<file path="src/rtl/isp_frame_ctrl_if.sv">
// Source/pipeline-side bundle of the ISP frame sequencer.
// The controller takes the master view; the source and pipeline take the slave view.
interface isp_frame_ctrl_if #(
    parameter int width  = 320,
    parameter int height = 240,
    parameter int DATA_W = 8
);
    localparam int COL_W = $clog2(width);
    localparam int ROW_W = $clog2(height);

    logic              iStart;
    logic              iValid;
    logic [DATA_W-1:0] iData;
    logic              oReady;
    logic              oPipeReset;
    logic              oPipeValid;
    logic [DATA_W-1:0] oPipeData;
    logic              iPipeOutValid;
    logic              iPipeDone;
    logic [COL_W-1:0]  oCol;
    logic [ROW_W-1:0]  oRow;
    logic [1:0]        oBayer;
    logic              oBusy;
    logic              oFrameDone;
    logic              oError;

    modport master (
        input  iStart, iValid, iData, iPipeOutValid, iPipeDone,
        output oReady, oPipeReset, oPipeValid, oPipeData,
               oCol, oRow, oBayer, oBusy, oFrameDone, oError
    );

    modport slave (
        output iStart, iValid, iData, iPipeOutValid, iPipeDone,
        input  oReady, oPipeReset, oPipeValid, oPipeData,
               oCol, oRow, oBayer, oBusy, oFrameDone, oError
    );
endinterface

</file>
<file path="src/rtl/isp_frame_ctrl.sv">
// Frame sequencer: resets the ISP pipeline, feeds one raster frame of Bayer pixels,
// flushes until the pipeline reports done, then checks the output pixel count.
module isp_frame_ctrl #(
    parameter int width    = 320,
    parameter int height   = 240,
    parameter int flushMax = 4096,
    parameter int DATA_W   = 8
) (
    input  logic             clk,
    input  logic             reset,
    isp_frame_ctrl_if.master bus
);
    localparam int PIX    = width * height;
    localparam int COL_W  = $clog2(width);
    localparam int ROW_W  = $clog2(height);
    localparam int OCNT_W = $clog2(PIX + 2);
    localparam int FL_W   = $clog2(flushMax + 1);

    localparam logic [COL_W-1:0]  COL_LAST = COL_W'(width - 1);
    localparam logic [ROW_W-1:0]  ROW_LAST = ROW_W'(height - 1);
    localparam logic [OCNT_W-1:0] OCNT_PIX = OCNT_W'(PIX);
    localparam logic [OCNT_W-1:0] OCNT_SAT = OCNT_W'(PIX + 1);
    localparam logic [FL_W-1:0]   FL_LAST  = FL_W'(flushMax - 1);

    typedef enum logic [2:0] {S_IDLE, S_PRST, S_FEED, S_FLUSH, S_DONE} state_t;

    state_t              r_state;
    state_t              w_next;
    logic                r_prst;
    logic [COL_W-1:0]    r_ccnt;
    logic [ROW_W-1:0]    r_rcnt;
    logic [COL_W-1:0]    r_col;
    logic [ROW_W-1:0]    r_row;
    logic [DATA_W-1:0]   r_data;
    logic                r_pvalid;
    logic [OCNT_W-1:0]   r_ocnt;
    logic [FL_W-1:0]     r_flush;
    logic                r_error;

    logic w_start;
    logic w_accept;
    logic w_last;
    logic w_timeout;
    logic w_cnt_err;
    logic w_counting;

    assign w_start    = (r_state == S_IDLE) && bus.iStart;
    assign w_accept   = (r_state == S_FEED) && bus.iValid;
    assign w_last     = w_accept && (r_ccnt == COL_LAST) && (r_rcnt == ROW_LAST);
    assign w_timeout  = (r_state == S_FLUSH) && !bus.iPipeDone && (r_flush == FL_LAST);
    assign w_cnt_err  = (r_state == S_DONE) && (r_ocnt != OCNT_PIX);
    assign w_counting = (r_state == S_FEED) || (r_state == S_FLUSH);

    always_ff @(posedge clk) begin
        if (reset) r_state <= S_IDLE;
        else       r_state <= w_next;
    end

    always_comb begin
        w_next = r_state;
        case (r_state)
            S_IDLE:  if (bus.iStart) w_next = S_PRST;
            S_PRST:  if (r_prst) w_next = S_FEED;
            S_FEED:  if (w_last) w_next = S_FLUSH;
            S_FLUSH: if (bus.iPipeDone || w_timeout) w_next = S_DONE;
            S_DONE:  w_next = S_IDLE;
            default: w_next = S_IDLE;
        endcase
    end

    always_ff @(posedge clk) begin
        if (reset) begin
            r_prst   <= 1'b0;
            r_ccnt   <= '0;
            r_rcnt   <= '0;
            r_col    <= '0;
            r_row    <= '0;
            r_data   <= '0;
            r_pvalid <= 1'b0;
            r_ocnt   <= '0;
            r_flush  <= '0;
            r_error  <= 1'b0;
        end else begin
            // PRST holds for exactly two cycles: r_prst marks the second one
            r_prst <= (r_state == S_PRST) && !r_prst;
            if (w_start) begin
                r_ccnt   <= '0;
                r_rcnt   <= '0;
                r_col    <= '0;
                r_row    <= '0;
                r_data   <= '0;
                r_pvalid <= 1'b0;
                r_ocnt   <= '0;
                r_flush  <= '0;
                r_error  <= 1'b0;
            end
            case (r_state)
                S_FEED: begin
                    r_pvalid <= w_accept;
                    if (w_accept) begin
                        r_data <= bus.iData;
                        r_col  <= r_ccnt;
                        r_row  <= r_rcnt;
                        if (r_ccnt == COL_LAST) begin
                            r_ccnt <= '0;
                            r_rcnt <= r_rcnt + 1'b1;
                        end else begin
                            r_ccnt <= r_ccnt + 1'b1;
                        end
                    end
                end
                S_FLUSH: begin
                    r_pvalid <= 1'b1;
                    r_data   <= '0;
                    r_flush  <= r_flush + 1'b1;
                    if (w_timeout) r_error <= 1'b1;
                end
                S_DONE: begin
                    r_pvalid <= 1'b0;
                    if (w_cnt_err) r_error <= 1'b1;
                end
                default: ;
            endcase
            if (w_counting && bus.iPipeOutValid && (r_ocnt != OCNT_SAT))
                r_ocnt <= r_ocnt + 1'b1;
        end
    end

    assign bus.oReady     = (r_state == S_FEED);
    assign bus.oPipeReset = reset || (r_state == S_PRST);
    assign bus.oPipeValid = r_pvalid && w_counting;
    assign bus.oPipeData  = r_data;
    assign bus.oCol       = r_col;
    assign bus.oRow       = r_row;
    assign bus.oBayer     = {r_row[0], r_col[0]};
    assign bus.oBusy      = (r_state != S_IDLE);
    assign bus.oFrameDone = (r_state == S_DONE);
    // count error must be visible in the same cycle as oFrameDone
    assign bus.oError     = r_error || w_cnt_err;
endmodule

</file>
<file path="src/flat_wrapper.sv">
// flat-port wrapper written by rule: the top's interface ports become plain ports
module isp_frame_ctrl_flat 
#(
    parameter int width    = 320,
    parameter int height   = 240,
    parameter int flushMax = 4096,
    parameter int DATA_W   = 8
)
  (clk, reset, bus_iStart, bus_iValid, bus_iData, bus_iPipeOutValid, bus_iPipeDone, bus_oReady, bus_oPipeReset, bus_oPipeValid, bus_oPipeData, bus_oCol, bus_oRow, bus_oBayer, bus_oBusy, bus_oFrameDone, bus_oError);
  isp_frame_ctrl_if #(.width(width), .height(height), .DATA_W(DATA_W)) bus_i ();
  input  logic clk;
  input  logic reset;
  input wire logic [$bits(bus_i.iStart)-1:0] bus_iStart;
  input wire logic [$bits(bus_i.iValid)-1:0] bus_iValid;
  input wire logic [$bits(bus_i.iData)-1:0] bus_iData;
  input wire logic [$bits(bus_i.iPipeOutValid)-1:0] bus_iPipeOutValid;
  input wire logic [$bits(bus_i.iPipeDone)-1:0] bus_iPipeDone;
  output wire logic [$bits(bus_i.oReady)-1:0] bus_oReady;
  output wire logic [$bits(bus_i.oPipeReset)-1:0] bus_oPipeReset;
  output wire logic [$bits(bus_i.oPipeValid)-1:0] bus_oPipeValid;
  output wire logic [$bits(bus_i.oPipeData)-1:0] bus_oPipeData;
  output wire logic [$bits(bus_i.oCol)-1:0] bus_oCol;
  output wire logic [$bits(bus_i.oRow)-1:0] bus_oRow;
  output wire logic [$bits(bus_i.oBayer)-1:0] bus_oBayer;
  output wire logic [$bits(bus_i.oBusy)-1:0] bus_oBusy;
  output wire logic [$bits(bus_i.oFrameDone)-1:0] bus_oFrameDone;
  output wire logic [$bits(bus_i.oError)-1:0] bus_oError;
  assign bus_i.iStart = bus_iStart;
  assign bus_i.iValid = bus_iValid;
  assign bus_i.iData = bus_iData;
  assign bus_i.iPipeOutValid = bus_iPipeOutValid;
  assign bus_i.iPipeDone = bus_iPipeDone;
  assign bus_oReady = bus_i.oReady;
  assign bus_oPipeReset = bus_i.oPipeReset;
  assign bus_oPipeValid = bus_i.oPipeValid;
  assign bus_oPipeData = bus_i.oPipeData;
  assign bus_oCol = bus_i.oCol;
  assign bus_oRow = bus_i.oRow;
  assign bus_oBayer = bus_i.oBayer;
  assign bus_oBusy = bus_i.oBusy;
  assign bus_oFrameDone = bus_i.oFrameDone;
  assign bus_oError = bus_i.oError;
  isp_frame_ctrl #(.width(width), .height(height), .flushMax(flushMax), .DATA_W(DATA_W)) u_core (.clk(clk), .reset(reset), .bus(bus_i));
endmodule
</file>
<file path="config.mk">
export PLATFORM = sky130hd
export DESIGN_NAME = isp_frame_ctrl_flat
export DESIGN_NICKNAME = d
export VERILOG_FILES = /design/src/rtl/isp_frame_ctrl_if.sv /design/src/rtl/isp_frame_ctrl.sv /design/src/flat_wrapper.sv
export SDC_FILE = /design/constraint.sdc
export NUM_CORES = 1
export LEC_CHECK = 0
export ABC_AREA = 1
export CORE_MARGIN = 3
export CORE_UTILIZATION = 51
export DETAILED_ROUTE_END_ITERATION = 8
export PLACE_DENSITY_LB_ADDON = 0.15
export SYNTH_ARGS = -nofsm -noshare
export SYNTH_HDL_FRONTEND = slang
export SYNTH_SLANG_ARGS = --single-unit
</file>
<file path="constraint.sdc">
create_clock -name clk -period 1.4 [get_ports clk]
set_input_delay 0.28 -clock clk [delete_from_list [all_inputs] [get_ports clk]]
set_output_delay 0.28 -clock clk [all_outputs]
set_load 0.1 [all_outputs]
</file>
**Yosys cells after proc, flatten, opt, wreduce, memory -nomap -nowiden**

Index checks and enable logic that the tools add are counted.

- Register bits: 78
- Input port bits: 14
- Output and inout bits: 33
- Logic and storage cells: 83

- Add/sub/neg operators: 4
- Equality and inequality tests: 13
- Multiplexer cells: 32
- Reductions and logical operators: 23

Operators by type and width:

| operator | number |
|---|---|
| 8-bit 2-to-1 mux | 9 |
| 9-bit 2-to-1 mux | 7 |
| 17-bit 2-to-1 mux | 2 |
| 17-bit inequality test, second input constant | 2 |
| 13-bit 2-to-1 mux | 2 |
| 17-bit by 1-bit adder with 17-bit output, second input constant | 1 |
| 8-bit one-hot mux with 2 select lines | 1 |
| 13-bit by 1-bit adder with 13-bit output, second input constant | 1 |
| 13-bit by 12-bit == test with 1-bit output, second input constant | 1 |
| 3-bit 2-to-1 mux | 4 |
| 3-bit one-hot mux with 4 select lines | 1 |
| 1-bit logical AND | 11 |
| 9-bit by 1-bit adder with 9-bit output, second input constant | 1 |
| 9-bit == test, second input constant | 1 |
| 8-bit by 1-bit adder with 8-bit output, second input constant | 1 |
| 8-bit == test, second input constant | 1 |
| 3-bit by 2-bit == test with 1-bit output, second input constant | 2 |
| 1-bit logical OR | 4 |
| 1-bit 2-to-1 mux | 4 |
| 2-bit by 1-bit inequality test with 1-bit output, second input constant | 2 |
| 2-bit inequality test, second input constant | 2 |
| 4-bit AND reduction | 1 |
| 2-bit nonzero test | 2 |
| 4-bit nonzero test | 1 |
| 7 further kinds | 8 |

**Depth between registers and ports, before layout**

Gate-level depths: netlist of run 1.

- Depth after elaboration: 6
- Depth in mapped cells: 11
- Gate-level depth less buffers: 11

**Worst setup path before layout of run 1**

No wires, ideal clock.

- Path kind: reg-to-output
- Start point: register u_core.r_state[2]
- End point: output bus_oError
- Arrival time: 3,564 ps
- Required time: 1,120 ps
- Path slack: -2,444 ps
- Stages on the path, launching flop included: 5
- Buffers on the path: 0
- Cells stage by stage: dfxtp_1 > inv_1 > nor3_1 > nand2_1 > nand2_1

- Longest elaborated chain between the ends: 3

Ends and longest elaborated chain:

| element | line | RTL |
|---|---|---|
| start, declared | isp_frame_ctrl.sv:27 | `state_t r_state;` |
| start signal, assigned | isp_frame_ctrl.sv:56 | `else r_state <= w_next;` |
| 3-bit == test | n/a |  |
| via bus_oFrameDone | flat_wrapper.sv:26 | `output wire logic [$bits(bus_i.oFrameDone)-1:0] bus_oFrameDone;` |
| 1-bit logical AND | isp_frame_ctrl.sv:51 | `assign w_cnt_err = (r_state == S_DONE) && (r_ocnt != OCNT_PIX);` |
| 1-bit logical OR | isp_frame_ctrl.sv:139 | `assign bus.oError = r_error \|\| w_cnt_err;` |
| end, declared | flat_wrapper.sv:27 | `output wire logic [$bits(bus_i.oError)-1:0] bus_oError;` |

The timed path passes the listed nets, and every way through them passes these cells.

**Final worst setup path of run 1**

- Start point: register u_core.r_ocnt[10]
- End point: output bus_oError

- Longest elaborated chain between the ends: 3

Ends and longest elaborated chain:

| element | line | RTL |
|---|---|---|
| start, declared | isp_frame_ctrl.sv:36 | `logic [OCNT_W-1:0] r_ocnt;` |
| start signal, assigned | isp_frame_ctrl.sv:125 | `r_ocnt <= r_ocnt + 1'b1;` |
| 17-bit inequality test | isp_frame_ctrl.sv:51 |  |
| 1-bit logical AND | isp_frame_ctrl.sv:51 |  |
| 1-bit logical OR | isp_frame_ctrl.sv:139 |  |

No other way between the ends.

==> results of run 1 <==
==> power by group through the flow <==
stage                     combinational [mW]  sequential [mW]  clock (mW)
after floorplan                         1.40             2.53           0
after global placement                  2.35             2.45           0
after detailed placement                2.39             2.46           0
after CTS                               2.77             2.41        1.66
after global routing                    4.32             2.47        1.79
final                                   4.23             2.47        1.76
==> cell type report <==
type                       instances  area, µm²  share of cell area (%)
multi-input combinational        441       3104                   43.13
timing repair buffer             158       1921                   26.69
sequential                        78       1603                   22.27
inverter                          53      249.0                   3.460
tap                              102      127.6                   1.773
clock buffer                       9      123.9                   1.721
clock inverter                     7      57.56                  0.7997
timing repair inverter             2      11.26                  0.1565
==> routing by layer <==
layer | wire, µm | global-route usage (%) | up-vias
met4 | 1624 | 10.19 | 0
met2 | 9527 | 48.18 | 496
met1 | 6967 | 32.90 | 2601
li1 | - | - | 2265
met5 | 0 | 0 | -
met3 | 1871 | 5.762 | 179
==> logic make-up after synthesis <==
kind of cell	count (synthesis)
fa+ha+maj	6
xor+xnor	10
compound gates	113
simple gates	312
flops	78
buf+inv	78
==> through the flow <==
step / utilization, % / hold WS (ns) / setup slack (ns) / area, µm² / instances
6_report: 92.65 / 0.3997 / -0.4689 / 7197 / 850
5_1_grt: 92.65 / 0.4148 / -0.5119 / 7197 / 850
4_1_cts: 77.85 / 0.3772 / -0.3973 / 6047 / 822
3_5_place_dp: 71.42 / 0.4867 / -0.3171 / 5548 / 796
3_3_place_gp: 71.42 / 0.4657 / -0.2433 / 5548 / 796
2_1_floorplan: - / 0.4540 / -0.6034 / 4161 / 597
==> layout by cell type (no fill, tap or decap), drive strengths merged <==
cell type      count
clkinvlp           5
inv               54
o21ai             30
xor2               8
o21bai             1
xnor2              2
o211ai             3
clkbuf            13
o22ai              1
nand3             65
nor2              77
o21a               2
nand3b             1
nand2            148
dfxtp             78
clkdlybuf4s50     12
or2                1
a211oi             5
ha                 6
buf              142
nand4              9
a21oi             70
clkinv             3
a31oi              1
nor4               1
nor3               9
nor3b              1
==> critical path, cell delays in order (launching register included) <==
cell     delay, ns
dfxtp_2       0.36
nand2_2       0.07
inv_2         0.08
nand2_2       0.07
nor2_2        0.15
nand3_2       0.12
nand2_4       0.13
nand2_8       0.05
buf_12        0.16
==> path summary, 6_finish.rpt <==
| kind | endpoint | slack (ns) | start | cells past startpoint |
|---|---|---|---|---|
| worst max-delay path | bus_oError | -0.47 | u_core.r_ocnt[10] | 8 |
| worst min-delay path | u_core.r_ocnt[1] | 0.40 | reset | 3 |
| worst max register to register | u_core.r_ocnt[11] | -0.46 | u_core.r_ocnt[0] | 8 |
| worst min register to register | u_core.r_ocnt[4] | 0.51 | u_core.r_ocnt[4] | 2 |
==> what timing repair did <==
item                       in CTS  in global routing
pin swaps                      14                 87
resized for setup              71                233
cloned                          2                  6
setup buffers                   8                 26
setup endpoints to repair      53                 79
==> flip-flops by register name, indices dropped and copies added (netlist names) <==
name / cells
u_core.r_rcnt: 8
u_core.r_ccnt: 9
u_core.r_state: 3
u_core.bus.oRow: 8
u_core.r_prst: 1
u_core.bus.oCol: 9
u_core.bus.oPipeData: 8
u_core.r_pvalid: 1
u_core.r_flush: 13
u_core.r_ocnt: 17
u_core.r_error: 1
==> metrics, run 1 <==
Synth top area share 38.19%; I/O Buffers 46; layout cells sized above 1 52.67%; starting density of the core 52.64%; CTS max path bufs 2; first drt pass iteration count 6; hold crit path type in -> reg; WL/cell 23.52 µm; clk slew on worst S/H paths 0.10 ns; Max Slew Vio Count 0; relative slew slack 73.48%; worst path arrival time 1.59 ns; Post-Synth Simple-Gate Area 33.94%; CP Max Fanout 2; Filler cells 242; Final period util 133.5%; WS Path Type reg -> out; Synth Flop Type dfxtp_1; P_int about 4.7 mW; global-route wire length before repair 19720 µm; switching fraction of total power 44.06%; Leak 2.741 nW; xor and xnor fraction of the mapped netlist area 2.142%; top post-synthesis cells by area dfxtp_1 38%, nand2_1 12%, nand3_1 7.6%; Post-Synth Adder-Cell Area 1.836%; Max VDD drop 1.061 mV; Hold Vio Cnt, Final 0; RePlAce Congestion 0.8726; grt ovf 0; post-synthesis cell count 597; IO Count between 40 and 50; number of flops mapped to enable cells by yosys 0; final setup violation count 83; TritonCTS sink count 78; fmax approximately 540 MHz; DRC 0; later-pin clock latency in the skew report 0.39 ns; asr flop ratio synth 0%; CTS tree built; Worst Skew 0.01345 ns; top cells by count, synth 136 x nand2_1, 78 x dfxtp_1, 73 x nor2_1; main combinational cell family by area after synthesis simple AND/OR/NAND/NOR gates; clock share of power between 20% and 30%; Cell variety after synth 38; Net Switching 3.724 mW; max cap viols 0; initial antenna violation count 0; power density over the cells 1174 mW/mm²; cell accounting for the most synthesized area dfxtp_1; Setup crit end kind output pin; post-layout worst setup margin -0.4689 ns; vias in the first global route approximately 4300; die area 0.009128 mm²; total core area 0.007767 mm²; final HPWL from detailed placement 7823 µm; Worst Tran Pin Value 0.3936 ns; RSZ-0062 raised after global routing yes; Final min period 1.869 ns; Crit path required time 1.12 ns; gr usage total 27.52%; combinational group share of total power between 50% and 60%; Post-Syn Area between 0.004 and 0.005 mm²; vias per cell between 6 and 7; CTS Buf Count 9; failing checks negative setup slack; Chip Width 95.54 µm; n_diodes 0; ANT nets after route 0; DIE HEIGHT around 96 µm; Syn Nets 617; via count 5541; sequential share of power 29.2%; YS warnings 0; mux contribution to synthesized area 0%; routed wire length 19990 µm; outcome finished with violations; Synth Area in Compound Gates 15.39%; total power 8.452 mW; most common cell in the synthesized netlist nand2_1; area growth from synthesis to layout 76.01%; TNS Setup -17.56 ns; # rows 32; number of H-tree levels 3; cts hold-fix bufs 0; Clock Root Buffer clkbuf_8; DR iter-0 viols 650; post-synthesis sequential area ratio 38.19%; CP Launch Type register; Yosys reg bits between 70 and 80; largest net degree at the start of global routing 63; Synth Area per Inst between 6 and 7 µm²; Nets 763
Note: power is estimated with default switching activity, not from simulation.
==> run 2: changes to the inputs <==
Settings changed: CORE_MARGIN 3 to unset, MAX_ROUTING_LAYER set to met4.
==> run 2 against run 1 <==
Effect of this change:
- the run now fails in global routing (5_1_grt)
- synthesized cell count is the same
- area after synthesis unchanged
==> metrics, run 2 <==
outcome aborted with a tool error (was finished with violations); Stop stage global routing (5_1_grt); tool error message [ERROR GRT-0232] Routing congestion too high. Check the congestion heatmap in the GUI.; DP Worst Slack -0.3401 ns (was -0.3171 ns); Clock Root Buffer clkbuf_8 (unchanged); main combinational cell family by area after synthesis simple AND/OR/NAND/NOR gates (unchanged); CTS max path bufs 2 (unchanged); asr flop ratio synth 0% (unchanged); gr usage total 78.66%; most common cell in the synthesized netlist nand2_1 (unchanged); top cells by count, synth 136 x nand2_1, 78 x dfxtp_1, 73 x nor2_1 (unchanged); # rows 32 (unchanged); grt ovf 64; largest net degree at the start of global routing 54; worst setup endpoint GRT bus_oError; Post-Synth Adder-Cell Area 1.836% (unchanged); mux contribution to synthesized area 0% (unchanged); post-synthesis sequential area ratio 38.19% (unchanged); Placed Area 0.005543 mm² (was 0.005548 mm²); post-synthesis cell count 597 (unchanged); Synth Area per Inst 6.849 µm² (unchanged); number of flops mapped to enable cells by yosys 0 (unchanged); Yosys reg bits 78 (unchanged); I/O Buffers 46 (unchanged); Post-Synth Simple-Gate Area 33.94% (unchanged); TritonCTS sink count 78 (unchanged); Post-Syn Area 0.004089 mm² (unchanged); Worst endpoint type primary output; DIE HEIGHT 91.54 µm (was 95.54 µm); Chip Width 91.54 µm (was 95.54 µm); RePlAce Congestion 0.9373 (was 0.8726); Synth top area share 38.19% (unchanged); CTS Buf Count 9 (unchanged); placed insts 792 (was 796); Synth Area in Compound Gates 15.39% (unchanged); YS warnings 0 (unchanged); Syn Nets 617 (unchanged); number of H-tree levels 3 (unchanged); cell accounting for the most synthesized area dfxtp_1 (unchanged); top post-synthesis cells by area dfxtp_1 38%, nand2_1 12%, nand3_1 7.6% (unchanged); xor and xnor fraction of the mapped netlist area 2.142% (unchanged); initial antenna violation count 1; IO Count 47 (unchanged); starting density of the core 52.91% (was 52.64%); Cell variety after synth 38 (unchanged); Synth Flop Type dfxtp_1 (unchanged); final HPWL from detailed placement 7616 µm (was 7823 µm)
[run 2: metrics by stage]
| stage | TNS [ns] | utilization, % |
|---|---|---|
| after CTS | -11.92 | 81.72 |
| after detailed placement | -12.91 | 71.73 |
| after global placement | -10.42 | 71.73 |
| after floorplan | -1.503 | - |
[run 2: kinds of logic after synthesis]
family | count (synthesis)
XOR/XNOR | 10
flip-flops | 78
AO/OA/AOI/OAI | 113
buffers and inverters | 78
adder cells (fa/ha/maj) | 6
AND/OR/NAND/NOR | 312
[run 2: what timing repair did]
item                                    4_1_cts
pin swaps                                    32
endpoints found under the setup margin       40
setup buffers                                19
hold buffers                                  0
gates cloned                                  4
resized for setup                           107
[run 2: layer usage]
metal / overflow / track usage, %
met5: - / -
met4: 37 / 82.41
met3: 2 / 55.11
met2: 25 / 96.24
met1: 0 / 77.21
==> run 3: changes to the inputs <==
Settings changed: CORE_UTILIZATION 51 to 39, MAX_ROUTING_LAYER met4 to unset.
Clock period 1.4 ns to 1.82 ns, I/O delays scaled along.
==> run 3 against run 2 <==
Effect of this change:
- the flow now finishes, with violations (negative setup slack)
==> metrics, run 3 (synthesized netlist as in run 1, its figures left out) <==
n_diodes 0; Max VDD drop about 0.48 mV; Final min period 1.854 ns; IO Count 47 (unchanged); Leak around 2 nW; slowest CP cell dfxtp_2; global-route wire length before repair about 17000 µm; power density over the cells 899.2 mW/mm²; layout cells sized above 1 21.21%; hold crit path type reg -> reg; fmax 539.4 MHz; largest net degree at the start of global routing 63; outcome finished with violations (was aborted with a tool error); die area around 0.011 mm²; worst r2r src u_core.r_ocnt[1]; DRC 0; Hold Path Cell Cnt 2; clk slew on worst S/H paths 0.08 ns; Final period util 101.9%; RSZ-0062 raised after global routing yes; Chip Width 104.4 µm (was 91.54 µm); ANT nets after route 0; DR iter-0 viols between 200 and 300; CTS max path bufs 2 (unchanged); CP Launch Point u_core.r_ocnt[1]; number of H-tree levels 3 (unchanged); CP Max Fanout 2; Top Registers u_core.r_ocnt: 17 flops, u_core.r_flush: 13 flops; DP Worst Slack 0.05523 ns (was -0.3401 ns); total core area 0.01023 mm²; failing checks negative setup slack; Biggest register u_core.r_ocnt; WS Path Type reg -> out; hold path startpoint u_core.r_flush[3]; Hold Vio Cnt, Final 0; Nets slightly below 700; max cap viols 0; routed wire length 10150 µm; DIE HEIGHT 104.4 µm (was 91.54 µm); commonest non-fill, non-tap cell in the layout nand2_1; vias in the first global route 3786; delay of the slowest critical-path stage 0.33 ns; CTS Buf Count 9 (unchanged); final hold slack 0.4864 ns; starting density of the core 39.97% (was 52.91%); first drt pass iteration count 5; # rows 37 (was 32); final setup violation count 1; initial antenna violation count 0; via count 4028; gr usage total approximately 19%; most frequent cells in the layout 131 x nand2_1, 66 x nor2_1, 66 x dfxtp_1, 61 x nand3_1, 61 x a21oi_1; Crit path required time around 1.5 ns; Largest register FFs 17; Max Slew Vio Count 0; Worst Tran Pin Value 0.3630 ns; R2R Setup Slk 0.14 ns; vias per cell 5.060; final HPWL from detailed placement 7038 µm (was 7616 µm); grt ovf 0; area growth from synthesis to layout 33.78%; worst path arrival time 1.49 ns; most used cell along the critical path nand2_4; post-layout worst setup margin -0.03376 ns; Setup crit end kind output pin; TNS Setup -0.03376 ns; R2R depth 10; Post-Route Utilization 53.47%; CP cell instances inv_2, ha_4, nand2_4, nor2_4, nand3_2, nand2_4, nand2_8, buf_12; RePlAce Congestion 0.8645 (was 0.9373); Clock Root Buffer clkbuf_8 (unchanged); Placed Area 0.005107 mm² (was 0.005543 mm²); WL/cell 12.75 µm; Filler cells ~960; CP Launch Type register; reg2reg end u_core.r_ocnt[0]; CTS tree built; TritonCTS sink count 78 (unchanged); Worst Skew around 0.011 ns; Hold EP u_core.r_flush[3]; relative slew slack 75.71%; I/O Buffers 46 (unchanged); Final Instance Area roughly 0.0055 mm²; later-pin clock latency in the skew report 0.35 ns
run 3: through the flow:
stage,power (mW),cells
after floorplan,3.002,597
after global placement,3.542,771
after detailed placement,3.551,771
after CTS,4.900,789
after global routing,5.171,796
final,4.919,796
run 3: cell type report:
| class | instances | area (µm²) | area share [%] |
|---|---|---|---|
| flip-flops and latches | 78 | 1579 | 28.87 |
| clock inverters | 6 | 71.32 | 1.304 |
| well taps | 136 | 170.2 | 3.111 |
| multi-input cells | 441 | 2296 | 41.97 |
| repair buffers | 72 | 1022 | 18.69 |
| inverters | 53 | 203.9 | 3.728 |
| clock buffers | 10 | 127.6 | 2.333 |
run 3: power by group:
group,switching (mW),internal [mW]
clock,0.682,0.644
combinational,1.17,0.572
sequential,0.0817,1.77
total,1.93,2.99
run 3: timing repair:
item | 4_1_cts | 5_1_grt
endpoints found under the hold margin | 0 | 0
setup endpoints to repair | 4 | 14
hold buffers | 0 | 0
pin swaps | 3 | 9
buffers inserted | 2 | 7
gates resized for setup | 11 | 24
run 3: how the worst max path moves through the flow:
| stage | end | slack, ns | depth (start not counted) |
|---|---|---|---|
| after global placement | u_core.r_rcnt[1] | 0.10 | 8 |
| final | bus_oError | -0.03 | 8 |
| after global routing | bus_oError | -0.10 | 8 |
| after detailed placement | u_core.bus.oPipeData[6] | 0.06 | 7 |
| after floorplan | bus_oError | -0.27 | 4 |
| after CTS | bus_oError | -0.09 | 8 |
run 3: worst max-delay path, delay by kind of cell (launching register included):
kind                       cells  cell delay, ns
adders and majority gates      1            0.14
buffers and inverters          2            0.24
DFF                            1            0.33
and+or+nand+nor                5            0.43
run 3: per-layer routing:
layer  global-route usage [%]  share of wire (%)  wire length (µm)
met3                    3.947                4.7               477
met5                        0                  0                 0
met1                    26.25                 49              5015
met4                    6.122                1.1               111
met2                    30.18                 45              4543
